--- config.mk ---
export PLATFORM = sky130hd
export DESIGN_NAME = req_ack_generator
export DESIGN_NICKNAME = d
export VERILOG_FILES = /design/src/rtl/req_ack_pkg.sv /design/src/rtl/ra_lfsr8.sv /design/src/rtl/req_ack_generator.sv
export SDC_FILE = /design/constraint.sdc
export NUM_CORES = 1
export LEC_CHECK = 0
export CORE_AREA = 3 3 40 42
export DETAILED_ROUTE_END_ITERATION = 8
export DIE_AREA = 0 0 43 45
export GPL_TIMING_DRIVEN = 0
export HOLD_SLACK_MARGIN = 0.12
export PLACE_DENSITY_LB_ADDON = 0.3
export SLEW_MARGIN = 10
export SYNTH_ARGS = -nofsm -noshare
export SYNTH_HDL_FRONTEND = slang
export SYNTH_HIERARCHICAL = 1
export SYNTH_SLANG_ARGS = --single-unit
--- constraint.sdc ---
create_clock -name clk -period 4.7 [get_ports clk]
set_input_delay 0.94 -clock clk [delete_from_list [all_inputs] [get_ports clk]]
set_output_delay 0.94 -clock clk [all_outputs]
set_load 0.05 [all_outputs]
--- src/rtl/req_ack_pkg.sv ---
// Shared types and constants for the req/ack pattern generator.
// Holds the FSM state encoding and the LFSR step used for gap jitter.
package req_ack_pkg;

  typedef enum logic [1:0] {
    IDLE,
    REQ,
    ACK,
    GAP
  } ra_state_e;

  // x^8+x^6+x^5+x^4+1 as a mask over bits [7:0]
  localparam logic [7:0] LFSR_TAPS = 8'hB8;
  localparam logic [7:0] LFSR_SEED_DEF = 8'hA5;

  function automatic logic [7:0] lfsr_step(
    input logic [7:0] v
  );
    return {v[6:0], ^(v & LFSR_TAPS)};
  endfunction

  function automatic logic [7:0] seed_fix(
    input logic [7:0] s
  );
    return (s == 8'h00) ? 8'h01 : s;
  endfunction

  function automatic int cnt_width(
    input int sd,
    input int gmax
  );
    int m;
    m = (sd > gmax) ? sd : gmax;
    return (m < 1) ? 1 : $clog2(m + 1);
  endfunction

endpackage

--- src/rtl/ra_lfsr8.sv ---
// 8-bit Fibonacci LFSR that steps only when adv is high.
// A zero seed would lock up, so it is replaced by 8'h01.
module ra_lfsr8
  import req_ack_pkg::*;
(
  input  logic       clk,
  input  logic       reset_n,
  input  logic       adv,
  input  logic [7:0] seed,
  output logic [7:0] value
);

  always_ff @(posedge clk or negedge reset_n) begin
    if (!reset_n) begin
      value <= seed_fix(seed);
    end else if (adv) begin
      value <= lfsr_step(value);
    end
  end

endmodule

--- src/rtl/req_ack_generator.sv ---
// Free-running req ##1 ack pattern source with a programmable
// idle gap and optional LFSR jitter on that gap.
module req_ack_generator
  import req_ack_pkg::*;
#(
  parameter int         START_DELAY = 1,
  parameter int         GAP_CYCLES  = 2,
  parameter bit         JITTER_EN   = 1'b0,
  parameter logic [3:0] JITTER_MASK = 4'h3,
  parameter logic [7:0] LFSR_SEED   = LFSR_SEED_DEF
) (
  input  logic clk,
  input  logic reset_n,
  output logic req,
  output logic ack
);

  localparam int CW =
    cnt_width(START_DELAY, GAP_CYCLES + int'(JITTER_MASK));
  localparam logic [CW-1:0] SD_INIT = CW'(START_DELAY);
  localparam logic [CW-1:0] GAP_BASE = CW'(GAP_CYCLES);

  ra_state_e     state;
  logic [CW-1:0] cnt;
  logic [7:0]    lfsr_val;
  logic [7:0]    jit;
  logic [CW-1:0] gap_load;

  generate
    if (JITTER_EN) begin : g_jit
      ra_lfsr8 u_lfsr (
        .clk     (clk),
        .reset_n (reset_n),
        .adv     (state == ACK),
        .seed    (LFSR_SEED),
        .value   (lfsr_val)
      );
    end else begin : g_nojit
      assign lfsr_val = 8'h00;
    end
  endgenerate

  assign jit      = lfsr_val & {4'h0, JITTER_MASK};
  assign gap_load = GAP_BASE + CW'(jit);

  // req/ack are registered alongside the state they decode
  always_ff @(posedge clk or negedge reset_n) begin
    if (!reset_n) begin
      state <= IDLE;
      cnt   <= SD_INIT;
      req   <= 1'b0;
      ack   <= 1'b0;
    end else begin
      req <= 1'b0;
      ack <= 1'b0;
      unique case (state)
        IDLE: begin
          if (cnt == '0) begin
            state <= REQ;
            req   <= 1'b1;
          end else begin
            cnt <= cnt - CW'(1);
          end
        end
        REQ: begin
          state <= ACK;
          ack   <= 1'b1;
        end
        ACK: begin
          cnt <= gap_load;
          if (gap_load != '0) begin
            state <= GAP;
          end else begin
            state <= REQ;
            req   <= 1'b1;
          end
        end
        GAP: begin
          if (cnt <= CW'(1)) begin
            state <= REQ;
            req   <= 1'b1;
          end else begin
            cnt <= cnt - CW'(1);
          end
        end
        default: state <= IDLE;
      endcase
    end
  end

endmodule

# ---- Word level (Yosys, flattened, before mapping)
# Cells that the tools add are included.
dict set report word_totals {
  register_bits 7
  mem_count 0
  in_bits 2
  rom_bits 0
  latch_bits 0
  output_inout_bits 2
  ramBits 0
}
dict set report classes {
  n_addsub 1
  n_reduce_logical 5
  multipliers 0
  bitwise_logic 0
  n_div 0
  n_eq_ne 7
  order_cmp 1
  mux 10
  shift 0
}
# cell count
set op_table {}
lappend op_table {{$pmux 3 s3} 1}
lappend op_table {{$ne 2x2->1 const B} 4}
lappend op_table {{$pmux 2 s4} 1}
lappend op_table {{$mux 3} 2}
lappend op_table {{$eq 2x2->1 const B} 2}
lappend op_table {{$mux 2} 2}
lappend op_table {{$le 3x1->1 const B} 1}
lappend op_table {{$logic_not 3->1} 1}
lappend op_table {{$mux 1} 3}
lappend op_table {{$reduce_and 3->1} 1}
lappend op_table {{$reduce_bool 3->1} 1}
lappend op_table {{$sub 3x1->3 const B} 1}
lappend op_table {{$eq 2x1->1 const B} 1}
lappend op_table {{$logic_not 2->1} 1}
lappend op_table {{$pmux 1 s2} 1}
lappend op_table {{$reduce_and 2->1} 1}

# ---- Logic depth before layout (Yosys ltp)
# Gate-level depths: netlist of the first run.
dict set report depth {
  word_depth 3
  mapped_depth 5
  mapped_depth_nobuf 5
}

# ---- Worst setup path before layout of the first run
# OpenSTA, ideal clock, no wires.
dict set report synth_path {
  path_kind {register to register}
  startpoint {register cnt[0]}
  endpoint {register cnt[0]}
  period_less_slack_ps 1658
  path_buffers 0
  arrival_time_ps 1575
  path_stages_with_launch 6
  setup_time_ps 82
  setup_slack_ps 3042
  path_cell_list {dfstp_2 > inv_1 > ha_1 > and3b_1 > a211oi_4 > mux2_4}
}
dict set report synth_between {
  elab_chain_len 3
  word_cells_on_any_way 9
  classes_between {add/sub (1); order compare (1); eq/ne (2); mux (3); reduce/logical (2)}
}
# element line_no
set synth_lines {}
lappend synth_lines {{start: declaration} req_ack_generator.sv:24} ;# logic [CW-1:0] cnt;
lappend synth_lines {{start signal: assignment} req_ack_generator.sv:62} ;# cnt <= cnt - CW'(1);
lappend synth_lines {{start signal: assignment} req_ack_generator.sv:70} ;# cnt <= gap_load;
lappend synth_lines {{start signal: assignment} req_ack_generator.sv:83} ;# cnt <= cnt - CW'(1);
lappend synth_lines {{$sub 3x1->3, or another cell as far along} {req_ack_generator.sv:62, req_ack_generator.sv:83}}
lappend synth_lines {{$mux 3, or another cell as far along} req_ack_generator.sv:79} ;# if (cnt <= CW'(1)) begin
lappend synth_lines {{$pmux 3 s3 / $reduce_and 3->1 (equally long branches)} -}
# Several ways; a longest one is shown, not always the timed one. The select of a mux whose other input is x is not followed.
# A chain may end at the register's enable or synchronous reset.

# ---- Worst setup path in the final report of the first run
dict set report layout_path {
  startpoint {register ack}
  endpoint {output ack}
}
# element line_no
set layout_lines {}
lappend layout_lines {{start: declaration} req_ack_generator.sv:15} ;# output logic ack
lappend layout_lines {{start signal: assignment} req_ack_generator.sv:52} ;# ack <= 1'b0;
lappend layout_lines {{start signal: assignment} req_ack_generator.sv:55} ;# ack <= 1'b0;
lappend layout_lines {{start signal: assignment} req_ack_generator.sv:67} ;# ack <= 1'b1;
# No word-level cell between the ends.

==> results of run 1 <==
## sequential cells by signal, indices dropped and copies added (netlist names)
| name | count |
|---|---|
| req | 1 |
| cnt | 3 |
| state | 2 |
| ack | 1 |
## routing by layer
layer / up-vias / routed length, um
met4: 0 / 6
li1: 140 / -
met1: 142 / 306
met3: 2 / 52
met5: - / 0
met2: 8 / 401
## worst max-delay path by stage
stage	from	endpoint	slack [ps]	cells past startpoint
floorplan	cnt[0]	cnt[0]	3040	5
global placement	ack	ack	2660	1
detailed placement	ack	ack	2650	1
CTS	ack	ack	2380	1
global route	req	req	2340	1
finish	ack	ack	2390	1
## where the power goes
| group | leakage (nW) | switching, mW | internal, mW |
|---|---|---|---|
| Combinational | 0.154 | 0.00116 | 0.000736 |
| Clock | 0.0150 | 0.0213 | 0.0323 |
| Sequential | 0.0862 | 0 | 0.0604 |
## cells in the mapped netlist (all sizes together)
| cell | number |
|---|---|
| and2b | 1 |
| a22o | 1 |
| a211oi | 1 |
| o21bai | 2 |
| ha | 8 |
| dfstp | 1 |
| o221a | 1 |
| nor2b | 1 |
| a21oi | 1 |
| mux2 | 2 |
| and3b | 1 |
| nor2 | 2 |
| mux2i | 2 |
| nor3b | 1 |
| o21ai | 1 |
| inv | 6 |
| dfrtp | 6 |
## area by class of cell
cell class / count / area [um2]
clock buffers: 4 / 26.3
inverters: 6 / 22.5
multi-input cells: 25 / 251
flip-flops and latches: 7 / 176
repair buffers: 3 / 30.0
well taps: 15 / 18.8
fillers: 139 / 759
## cell families (layout without fill, tap and decap cells)
family | after synthesis | count (layout) | share of synthesized area (%)
flops | 7 | 7 | 39.2
simple gates | 6 | 6 | 8.89
buf+inv | 6 | 13 | 5.00
fa+ha+maj | 8 | 8 | 22.2
compound gates | 7 | 7 | 14.4
mux | 4 | 4 | 10.3
## metrics by stage
step	hold WS, ps	util, %	instances	power [mW]	area, um2
2_1_floorplan	510	-	38	0.0614	450
3_5_place_dp	571	38.9	56	0.0634	499
6_report	590	40.9	60	0.116	526
5_1_grt	623	40.9	60	0.125	526
4_1_cts	601	40.9	60	0.119	526
3_3_place_gp	541	38.9	56	0.0634	499
==> results_dict.tcl, run 1 <==
set metrics [dict create \
    synth_fp_nets 48 \
    ys_seq_area_share_pct 39.2 \
    slowest_delay_ps 790 \
    grt_use_met2_pct 16.2 \
    critPathKind "flop to output port" \
    die-area_mm2 0.00194 \
    irDropWorstVdd_v 0.000148 \
    tns_ps 0 \
    top_usage_layer "met2" \
    cts.sinks 7 \
    antenna_left 0 \
    grt_pass1_vias 299 \
    routabilityCongestion 0.686 \
    finClkSkew_ps 4.05 \
    worstSkewPairLatency_ps 250 \
    cp_top_family "buffers and inverters" \
    worstPathCellList "clkdlybuf4s50_1" \
    mostFrequentLayoutCell "ha_1" \
    maxSlewHeadroom_pct 67.2 \
    dieWidth_um 43 \
    vias 292 \
    setup_viol 0 \
    post-place-ws_ps 2650 \
    hold_buffers 0 \
    r2r-end "cnt[0]" \
    grt_usage_pct 9.56 \
    reg2regPathDepth 5 \
    hold_viol_final 0 \
    numCtsBuffers 3 \
    clockBufferDepth 2 \
    drt-initial-drc-count 1 \
    syn_area_um2 450 \
    area_delta_synth_final_pct 16.7 \
    syn-instance-count 38 \
    grt_max_degree 8 \
    start_util_pct 35.1 \
    reg2reg_from "cnt[0]" \
    antenna_found_initial 0 \
    drive_gt1_share_pct 20.0 \
    slew_viol_final 0 \
    viasPerCell 4.87 \
    grt_pass1_wl_mm 1.29 \
    num-nets-final 56 \
    ys_warn_count 6 \
    dr.pass1.iters 3 \
    crit_required_ps 3760 \
    most-common-layout-cells "ha_1, inv_1, dfrtp_1, clkbuf_4, clkdlybuf4s50_1" \
    p_per_area_mw_per_mm2 221 \
    post_cts_buffers 0 \
    ys_ff_latch 7 \
    core_mm2 0.00128 \
    yosys-top-cells-area "dfrtp_1, ha_1, dfstp_2, inv_1, a211oi_4" \
    cts_tree "yes" \
    ios 4 \
    cts_resized 0 \
    cellLeakagePower_nw 0.255 \
    port_buffers 3 \
    tightest_slew_ps 490 \
    min_to "cnt[2]" \
    synth_top_area_share_pct 33.3 \
    antennaDiodeCount 0 \
    clkSlewWorstSetupHoldPaths_ps 50 \
    overflow 0 \
    cts_max_level 1 \
    layout_setup_ws_ps 2390 \
    rsz0062_at_grt "false" \
    layout_min_cycle_time_ps 2310 \
    rows 13 \
    crit_slowest_cell "clkdlybuf4s50_1" \
    hold_path.class "flop to flop" \
    timing.final.crit_share_pct 49.1 \
    cp.arrival_ps 1370 \
    hold_depth 1 \
    min_from "cnt[2]" \
    die_h_um 45 \
    drc_errors 0 \
    reg2reg_slack_ps 2920 \
    wirelength_um 766 \
    use_met1_pct 10.1 \
    cp_max_fo 1 \
    path_buf_inv 1 \
    dpl.hpwl_um 626 \
    cap_violations 0 \
    grt_util_met3_pct 6.37 \
    synth_top_area_cell "dfrtp_1" \
    status "complete, no violations" \
    syn_area_per_cell_um2 11.9 \
    worstSetupStartpointType "flop" \
    end_kind "output port" \
    yosys.cell_types.count 18 \
    avgRoutedWirePerCell_um 12.8 \
    cts_root_buffer "clkbuf_4" \
    fmax_mhz 433 \
]
No activity file was read; power rests on OpenSTA's default activity.
==> run 2: changes to the inputs <==
- clock period: 4.7 -> 2.4 ns (I/O delays scaled with it)
==> results of run 2 <==
Same layout as run 1 (identical final DEF). Status: complete, no violations.
Among the figures that moved: setup slack after placement 2650 ps -> 620 ps; setup slack after layout 2390 ps -> 553 ps; hold slack 590 ps -> 495 ps; register-to-register setup slack 2920 ps -> 620 ps; total power 0.116 mW -> 0.227 mW; worst IR drop on VDD 0.000148 V -> 0.000290 V
